`src/rtl/rv32i_pkg.sv`:
```
// Shared constants and types for the rv32i writeback / register file slice.
package rv32i_pkg;
  localparam int XLEN = 32;
  localparam int NREG = 32;
  localparam int AW   = 5;

  typedef logic [AW-1:0]   reg_addr_t;
  typedef logic [XLEN-1:0] xword_t;

  typedef enum logic {
    INIT = 1'b0,
    RUN  = 1'b1
  } wb_state_t;
endpackage

```
`src/rtl/rv32i_wb_scoreboard.sv`:
```
// Pending-write scoreboard: one bit per register, set on issue, cleared on writeback,
// plus the read-after-write and write-after-write hazard detection that drives stall.
module rv32i_wb_scoreboard
  import rv32i_pkg::*;
(
  input  logic          clk,
  input  logic          clr,
  input  logic          ready,
  input  logic          pen,
  input  logic [AW-1:0] rad,
  input  logic          iss_en,
  input  logic [AW-1:0] iss_rad,
  input  logic [AW-1:0] ra1,
  input  logic [AW-1:0] ra2,
  input  logic          ra1_en,
  input  logic          ra2_en,
  output logic          stall
);
  logic [NREG-1:0] pend_q, pend_d;
  logic            hz_r1, hz_r2, hz_waw;

  // A writeback landing this cycle resolves the hazard through the bypass path.
  always_comb begin
    hz_r1  = ra1_en && pend_q[ra1] && !(pen && (rad == ra1));
    hz_r2  = ra2_en && pend_q[ra2] && !(pen && (rad == ra2));
    hz_waw = iss_en && pend_q[iss_rad] && !(pen && (rad == iss_rad));
    stall  = !ready || hz_r1 || hz_r2 || hz_waw;
  end

  // Set beats clear when issue and writeback target the same register.
  always_comb begin
    pend_d    = pend_q;
    pend_d[0] = 1'b0;
    for (int i = 1; i < NREG; i++) begin
      pend_d[i] = (iss_en && !stall && (iss_rad == AW'(i))) ||
                  (pend_q[i] && !(ready && pen && (rad == AW'(i))));
    end
  end

  always_ff @(posedge clk) begin
    if (clr) begin
      pend_q <= '0;
    end else begin
      pend_q <= pend_d;
    end
  end
endmodule

```
`src/rtl/rv32i_regfile_wb.sv`:
```
// Writeback register file: post-reset zeroing sweep, storage array, two registered
// read ports with same-cycle writeback bypass, and the decode stall from the scoreboard.
module rv32i_regfile_wb
  import rv32i_pkg::*;
(
  input  logic            clk,
  input  logic            clr,
  input  logic            pen,
  input  logic [AW-1:0]   rad,
  input  logic            rad_zero,
  input  logic [XLEN-1:0] rdd,
  input  logic            iss_en,
  input  logic [AW-1:0]   iss_rad,
  input  logic [AW-1:0]   ra1,
  input  logic [AW-1:0]   ra2,
  input  logic            ra1_en,
  input  logic            ra2_en,
  output logic [XLEN-1:0] rd1,
  output logic [XLEN-1:0] rd2,
  output logic            stall,
  output logic            ready
);
  wb_state_t       state_q, state_d;
  logic [AW-1:0]   init_cnt_q, init_cnt_d;
  logic            ready_q, ready_d;
  logic [XLEN-1:0] rd1_q, rd1_d, rd2_q, rd2_d;
  logic            wr;
  xword_t          regs [NREG];

  assign wr = (state_q == RUN) && pen && !rad_zero && (rad != {AW{1'b0}});

  // Sweep sequencing: leave INIT once the last register has been zeroed.
  always_comb begin
    state_d    = state_q;
    init_cnt_d = init_cnt_q;
    case (state_q)
      INIT: begin
        init_cnt_d = init_cnt_q + AW'(1);
        if (init_cnt_q == AW'(NREG - 1)) begin
          state_d = RUN;
        end else begin
          state_d = INIT;
        end
      end
      RUN:     state_d = RUN;
      default: state_d = INIT;
    endcase
    ready_d = (state_d == RUN);
  end

  // x0 reads zero; a write to the same address this cycle is forwarded.
  always_comb begin
    if (state_q != RUN || ra1 == {AW{1'b0}}) begin
      rd1_d = {XLEN{1'b0}};
    end else if (wr && rad == ra1) begin
      rd1_d = rdd;
    end else begin
      rd1_d = regs[ra1];
    end
    if (state_q != RUN || ra2 == {AW{1'b0}}) begin
      rd2_d = {XLEN{1'b0}};
    end else if (wr && rad == ra2) begin
      rd2_d = rdd;
    end else begin
      rd2_d = regs[ra2];
    end
  end

  always_ff @(posedge clk) begin
    if (clr) begin
      state_q    <= INIT;
      init_cnt_q <= AW'(1);
      ready_q    <= 1'b0;
      rd1_q      <= {XLEN{1'b0}};
      rd2_q      <= {XLEN{1'b0}};
    end else begin
      state_q    <= state_d;
      init_cnt_q <= init_cnt_d;
      ready_q    <= ready_d;
      rd1_q      <= rd1_d;
      rd2_q      <= rd2_d;
    end
  end

  // Storage is not reset; the sweep zeroes it before ready is raised.
  always_ff @(posedge clk) begin
    if (!clr && state_q == INIT) begin
      regs[init_cnt_q] <= {XLEN{1'b0}};
    end else if (!clr && wr) begin
      regs[rad] <= rdd;
    end
  end

  rv32i_wb_scoreboard u_sb (
    .clk     (clk),
    .clr     (clr),
    .ready   (ready_q),
    .pen     (pen),
    .rad     (rad),
    .iss_en  (iss_en),
    .iss_rad (iss_rad),
    .ra1     (ra1),
    .ra2     (ra2),
    .ra1_en  (ra1_en),
    .ra2_en  (ra2_en),
    .stall   (stall)
  );

  assign rd1   = rd1_q;
  assign rd2   = rd2_q;
  assign ready = ready_q;
endmodule
```
`config.mk`:
```
export PLATFORM = sky130hd
export DESIGN_NAME = rv32i_regfile_wb
export DESIGN_NICKNAME = d
export VERILOG_FILES = /design/src/rtl/rv32i_pkg.sv /design/src/rtl/rv32i_wb_scoreboard.sv /design/src/rtl/rv32i_regfile_wb.sv
export SDC_FILE = /design/constraint.sdc
export NUM_CORES = 2
export LEC_CHECK = 0
export CAP_MARGIN = 20
export CORE_MARGIN = 2
export CORE_UTILIZATION = 59
export CTS_CLUSTER_DIAMETER = 60
export DETAILED_ROUTE_END_ITERATION = 7
export PLACE_DENSITY = 0.86
export SETUP_SLACK_MARGIN = 0.2
export SYNTH_ARGS = -nofsm -noshare
export SYNTH_HDL_FRONTEND = slang
export SYNTH_HIERARCHICAL = 1
export SYNTH_SLANG_ARGS = --single-unit
```
`constraint.sdc`:
```
create_clock -name clk -period 8.8 [get_ports clk]
set_clock_uncertainty 0.05 [all_clocks]
set_input_delay 1.32 -clock clk [delete_from_list [all_inputs] [get_ports clk]]
set_output_delay 1.32 -clock clk [all_outputs]
set_load 0.02 [all_outputs]
```
# Word-level counts from Yosys, hierarchy flattened
# Memories as Yosys holds them, arrays and structs flattened. A register that Yosys moved wholly into a read port is not among the register bits.
# Index checks and enable logic that the tools add are counted.
# word_totals
ff_bits,38
latchBits,0
mem_bits_rw,1024
rom_bits,0
input_bits,59
out_inout_bits,66
n_memories,1
# mem_list
memory,depth,word_bits,read_ports,rd_ports_with_merged_regs,wr,line_no,text
regs,32,32,2,2,1,rv32i_regfile_wb.sv:28,xword_t regs [NREG];
# op_classes
n_addsub,1
mul,0
div_mod_pow,0
magnitude_cmp,3
n_eq_ne,66
n_shift,0
muxes,16
n_bitwise,1
reduce_logical,188
# op_table
operator,n
5-bit equality test (second input constant),33
1-bit logical AND,108
5-bit by 4-bit equality test with 1-bit output (second input constant),16
5-bit by 3-bit equality test with 1-bit output (second input constant),8
1-bit logical NOT,38
1-bit logical OR,36
32-bit two-way mux,1
32-bit OR reduction,1
5-bit by 2-bit equality test with 1-bit output (second input constant),4
5-bit by 6-bit less-than comparator with 1-bit output (second input constant),3
1-bit binary-select mux with 5-bit select,3
5-bit equality test,3
5-bit by 1-bit equality test with 1-bit output (second input constant),2
5-bit logical NOT,2
1-bit two-way mux,10
5-bit by 1-bit adder with 5-bit output (second input constant),1
5-bit two-way mux,1
5-bit nonzero test,1
2-bit OR reduction,2
1-bit one-hot mux with 2 select lines,1
1-bit inverter,1

# Depth between registers and ports, before layout
# depth
ltp_word,11
ltp_mapped,10
ltp_nobuf,6

# Modules after synthesis
# Netlist, hierarchy kept.
# modules_own_cells
module,n_inst,cells_per_inst,area_each_um2,seq_area_each_um2
rv32i_regfile_wb,1,2849,49986.7,32150.8
rv32i_wb_scoreboard,1,266,2582.5,620.6

# Least setup slack after synthesis
# OpenSTA, ideal clock, no wires.
# synth_timing
path_kind,input to register
start,in rad[3]
end,mem regs[16][0] in the netlist's numbering (enable)
setup_ns,0.421
arrival_ns,4.180
required_ns,8.329
path_slack_ns,4.149
cell_stages,8
path_cell_list,buf_2 or3_4 o31a_1 clkbuf_1 or3_1 o31ai_1 nand2_1 nor2_1
# synth_via
elab_chain_len,8
elab_cells_between_ends,9
# synth_rtl
element,line_no,text
from (decl),rv32i_regfile_wb.sv:9,"input logic [AW-1:0] rad,"
5-bit nonzero test,rv32i_regfile_wb.sv:30,assign wr = (state_q == RUN) && pen && !rad_zero && (rad != {AW{1'b0}});
1-bit logical AND,rv32i_regfile_wb.sv:30,
1-bit logical AND,rv32i_regfile_wb.sv:89,end else if (!clr && wr) begin
1-bit two-way mux,rv32i_regfile_wb.sv:89,
1-bit two-way mux,rv32i_regfile_wb.sv:87,if (!clr && state_q == INIT) begin
1-bit two-way mux (implied by the code),rv32i_regfile_wb.sv:90,regs[rad] <= rdd;
32-bit OR reduction (no line),-,
5-bit two-way mux (no line) or 1-bit two-way mux (tied branches),-,
to (decl),rv32i_regfile_wb.sv:28,
# Parallel ways exist; a longest one is shown, timed or not.

# Worst setup path in the final report
# layout_timing
start,in ra1[3]
end,out stall
# layout_via
elab_chain_len,7
elab_cells_between_ends,10
# layout_rtl
element,line_no,text
from (decl),rv32i_regfile_wb.sv:14,"input logic [AW-1:0] ra1,"
1-bit binary-select mux with 5-bit select or 5-bit equality test (tied branches),rv32i_wb_scoreboard.sv:24,hz_r1 = ra1_en && pend_q[ra1] && !(pen && (rad == ra1));
1-bit two-way mux (implied by the code) or 1-bit logical AND (tied branches),rv32i_wb_scoreboard.sv:24,
1-bit logical AND or 1-bit logical NOT (tied branches),rv32i_wb_scoreboard.sv:24,
1-bit logical AND (*),rv32i_wb_scoreboard.sv:24,
1-bit logical OR (*) (3 in a row),rv32i_wb_scoreboard.sv:27,stall = !ready || hz_r1 || hz_r2 || hz_waw;
to (decl),rv32i_regfile_wb.sv:20,"output logic stall,"
# Mark *: on every way between the ends. The rest lies on a longest branch, timed or not. The select of a mux whose other input is x is not followed.

==> impl_results.md <==
- Drt wl/cell: 37.06 um
- CTS tree: built
- Post_cts resized: 0
- Hold Fails Final Rpt: 0
- Peak VDD IR: 0.0001669 V
- DP HPWL: 92670 um
- Achievable Freq: 177.7 MHz
- Multi-input logic area: 0.01884 sq mm
- Post-synthesis register bit count: 1125
- Worst setup path startpoint: ra1[3]
- Post-placement cell area: 0.05514 sq mm
- Sequential area share after synthesis: 62.34%
- Hold Buf Count CTS: 0
- DRT Pass-1 Iters: 8
- Worst reg2reg endpoint: regs[4][11]
- Starting density of the core: 59.48%
- Clock transition at the registers of the reported paths: 60 ps
- GR peak layer: met2
- Final Cycle Share: 63.94%
- Worst path bufs/invs: 2
- Final setup viols: 0
- Largest net degree at the start of global routing: 132
- Mapped Nets: 3176
- R2R depth: 7
- CP Capture Type: primary output
- Required time worst endpoint: 7430 ps
- Netlist cell types: 72
- Max-cap viol count: 0
- GRT Total Usage: 36.20%
- Initial antenna violation count: 3
- # IOs: 125
- Hold Crit Class: register to register
- CTS root buf: clkbuf_16
- Worst path max stage delay: 1160 ps
- Overflow after GRT: 0
- WP depth: 7
- Slowest-stage cell, CP: clkdlybuf4s50_1
- Die W: 302.5 um
- CP arrival: 4260 ps
- Syn avg cell area: 16.88 sq um
- Slew @ Worst Pin: 1182 ps
- Post-Place Cells: 4233
- Power Density: 195.0 mW/mm^2
- FILL cells: 5346
- GR Util met3: 12.11%
- Status: completed
- Fin Setup TNS: 0 ps
- Final Non-Filler Cells: 4450
- Core area: 0.08837 sq mm
- CP top delay family: buffers and inverters
- GP Congestion: 0.8899
- Number of flops mapped to enable cells by yosys: 1024
- Die area: 0.09150 sq mm
- WHS Path Cells: 2
- Initial DRC Count: 5620
- RSZ-0062 raised after global routing: no
- Fin nets: 3246
- P&R area growth vs syn: 12.39%
- Crit path to: stall
- Hold_ws: 515.5 ps
- Total number of H-tree levels: 3
- Met2 Usage GRT: 54.89%
- Crit path time final: 5627 ps
- Final Cell Area: 0.05908 sq mm
- Async set or reset register ratio after synthesis: 0%
- Vias in the first global route: 35120
- DRT antenna net count: 0
- Power Total: 11.52 mW
- Yosys warnings: 6
- Setup ws final: 3173 ps
- Commonest register cell after synthesis: edfxtp_1
- IO Port Bufs: 124
- Final WL: 164900 um
- Sequential Area: 0.03277 sq mm
- Clk sinks: 1125
- Crit path max fanout: 23
- First-pass GRT wire length: 237900 um
- Worst slack, placed: 3148 ps
- Slew headroom: 21.19%
- LEAKAGE: 16.98 nW
- GR Layer Usage met1: 45.08%
- Die height: 302.5 um
- # rows: 109
- Later-pin clock latency in the skew report: 720 ps
- DR vias/cell: 7.814
- Cells after synthesis: 3115
- Reg-to-Reg Start: ready
- DR DRC count: 0
- Most used cell, CP: clkdlybuf4s50_1
- Critical path class: primary input to primary output
- Max Transition Viols Final: 0
- Final core occ: 66.85%
- Postcts setup bufs: 0
- CTS Buf Count: 109
- Netlist Area Pre-Place: 0.05257 sq mm
- Startpoint Class: primary input
- Layout cell share with drive strength beyond 1: 24.02%
- CP Cell Sequence: clkdlybuf4s50_1, mux4_2, o22ai_1, o32ai_1, o211ai_2, nand4_1, clkdlybuf4s50_1
- Via count: 34770
- Reg2reg setup slack: 4470 ps
- CTS Buffer Depth: 3
[logic make-up after synthesis]
family / count (synthesis) / synth area share [%]
multiplexers: 724 / 23.63
buffers and inverters: 296 / 2.471
XOR/XNOR: 21 / 0.3499
AND/OR/NAND/NOR: 446 / 4.175
flip-flops: 1125 / 62.34
adder cells (fa/ha/maj): 2 / 0.04759
AO/OA/AOI/OAI: 501 / 6.990
[flip-flops by register name, indices dropped and copies added (netlist names)]
| register | count |
|---|---|
| regs | 1024 |
| init_cnt_q | 5 |
| u_sb/pend_q | 31 |
| rd2 | 32 |
| ready | 1 |
| rd1 | 32 |
[tightest hold or removal path, stage by stage, from the launching register on]
cell and delay, ps:
dfxtp_1 330, mux2i_1 140, nor2_1 50
[power breakdown]
part	internal, mW	switching (mW)	leakage [nW]	total, mW
registers	5.80	0.0305	8.55	5.83
clock network	2.82	2.13	1.85	4.94
logic	0.264	0.480	6.58	0.744
[worst min-delay path by stage]
stage / startpoint / to / slack (ps)
after global routing: init_cnt_q[1] / init_cnt_q[1] / 580
after CTS: init_cnt_q[1] / init_cnt_q[1] / 520
after floorplan: init_cnt_q[1] / init_cnt_q[1] / 470
after global placement: init_cnt_q[1] / init_cnt_q[1] / 500
after detailed placement: init_cnt_q[1] / init_cnt_q[1] / 510
final: init_cnt_q[1] / init_cnt_q[1] / 520
[placed cells by master, fill, tap and decap left out, types with 12 or more instances in the layout]
cell type	netlist	layout
nand4_1	32	32
a22oi_1	183	183
mux2i_1	306	306
nor2b_1	47	43
clkdlybuf4s50_1	0	119
o41ai_2	12	12
nor2_1	87	51
edfxtp_1	1024	1024
bufinv_16	0	13
a211oi_2	30	30
clkinv_2	0	22
dfxtp_1	101	101
clkbuf_16	0	114
clkinv_1	3	18
o41ai_1	12	12
nand3_1	70	69
a21oi_1	66	66
inv_1	43	43
nor3_1	39	37
clkbuf_1	145	16
o21ai_0	76	76
buf_4	3	76
mux4_2	413	413
nor2_4	0	36
o22ai_1	67	67
nand2_1	126	125
[cells in the mapped netlist, types with 3 or more instances]
cell type | instances | area share [%]
edfxtp_1 | 1024 | 58
mux4_2 | 413 | 18
mux2i_1 | 306 | 5.8
a22oi_1 | 183 | 2.6
clkbuf_1 | 145 | 1.0
nand2_1 | 126 | 0.90
dfxtp_1 | 101 | 3.8
nor2_1 | 87 | 0.62
o21ai_0 | 76 | 0.72
nand3_1 | 70 | 0.67
buf_2 | 69 | 0.66
o22ai_1 | 67 | 0.80
a21oi_1 | 66 | 0.63
nor2b_1 | 47 | 0.56
inv_1 | 43 | 0.31
nor3_1 | 39 | 0.37
nand4_1 | 32 | 0.38
a211oi_2 | 30 | 0.71
buf_1 | 21 | 0.15
buf_6 | 12 | 0.26
o41ai_1 | 12 | 0.20
o41ai_2 | 12 | 0.37
o31ai_1 | 11 | 0.16
xnor2_1 | 11 | 0.18
nand2b_1 | 10 | 0.12
xor2_1 | 10 | 0.17
a221oi_1 | 7 | 0.12
o211ai_1 | 6 | 0.086
a211oi_1 | 5 | 0.071
and2_1 | 5 | 0.060
mux2_2 | 5 | 0.11
or3_1 | 5 | 0.060
nand3b_1 | 4 | 0.057
buf_4 | 3 | 0.043
clkinv_1 | 3 | 0.021
nor4_1 | 3 | 0.036
[cell type report]
cell class	count	area share (%)
inverter	46	0.2923
sequential	1125	55.47
clock inverter	70	1.317
multi-input combinational	1694	31.90
antenna	5	0.02118
tap	1165	2.467
clock buffer	136	5.070
timing repair buffer	209	3.467
[layer usage]
layer  share of wire (%)  vias up
met5              0.0085        -
met4                 7.7        4
met3                  15      827
met2                  45     3717
met1                  31    17140
li1                    -    13090
(Power assumes the default switching activity.)
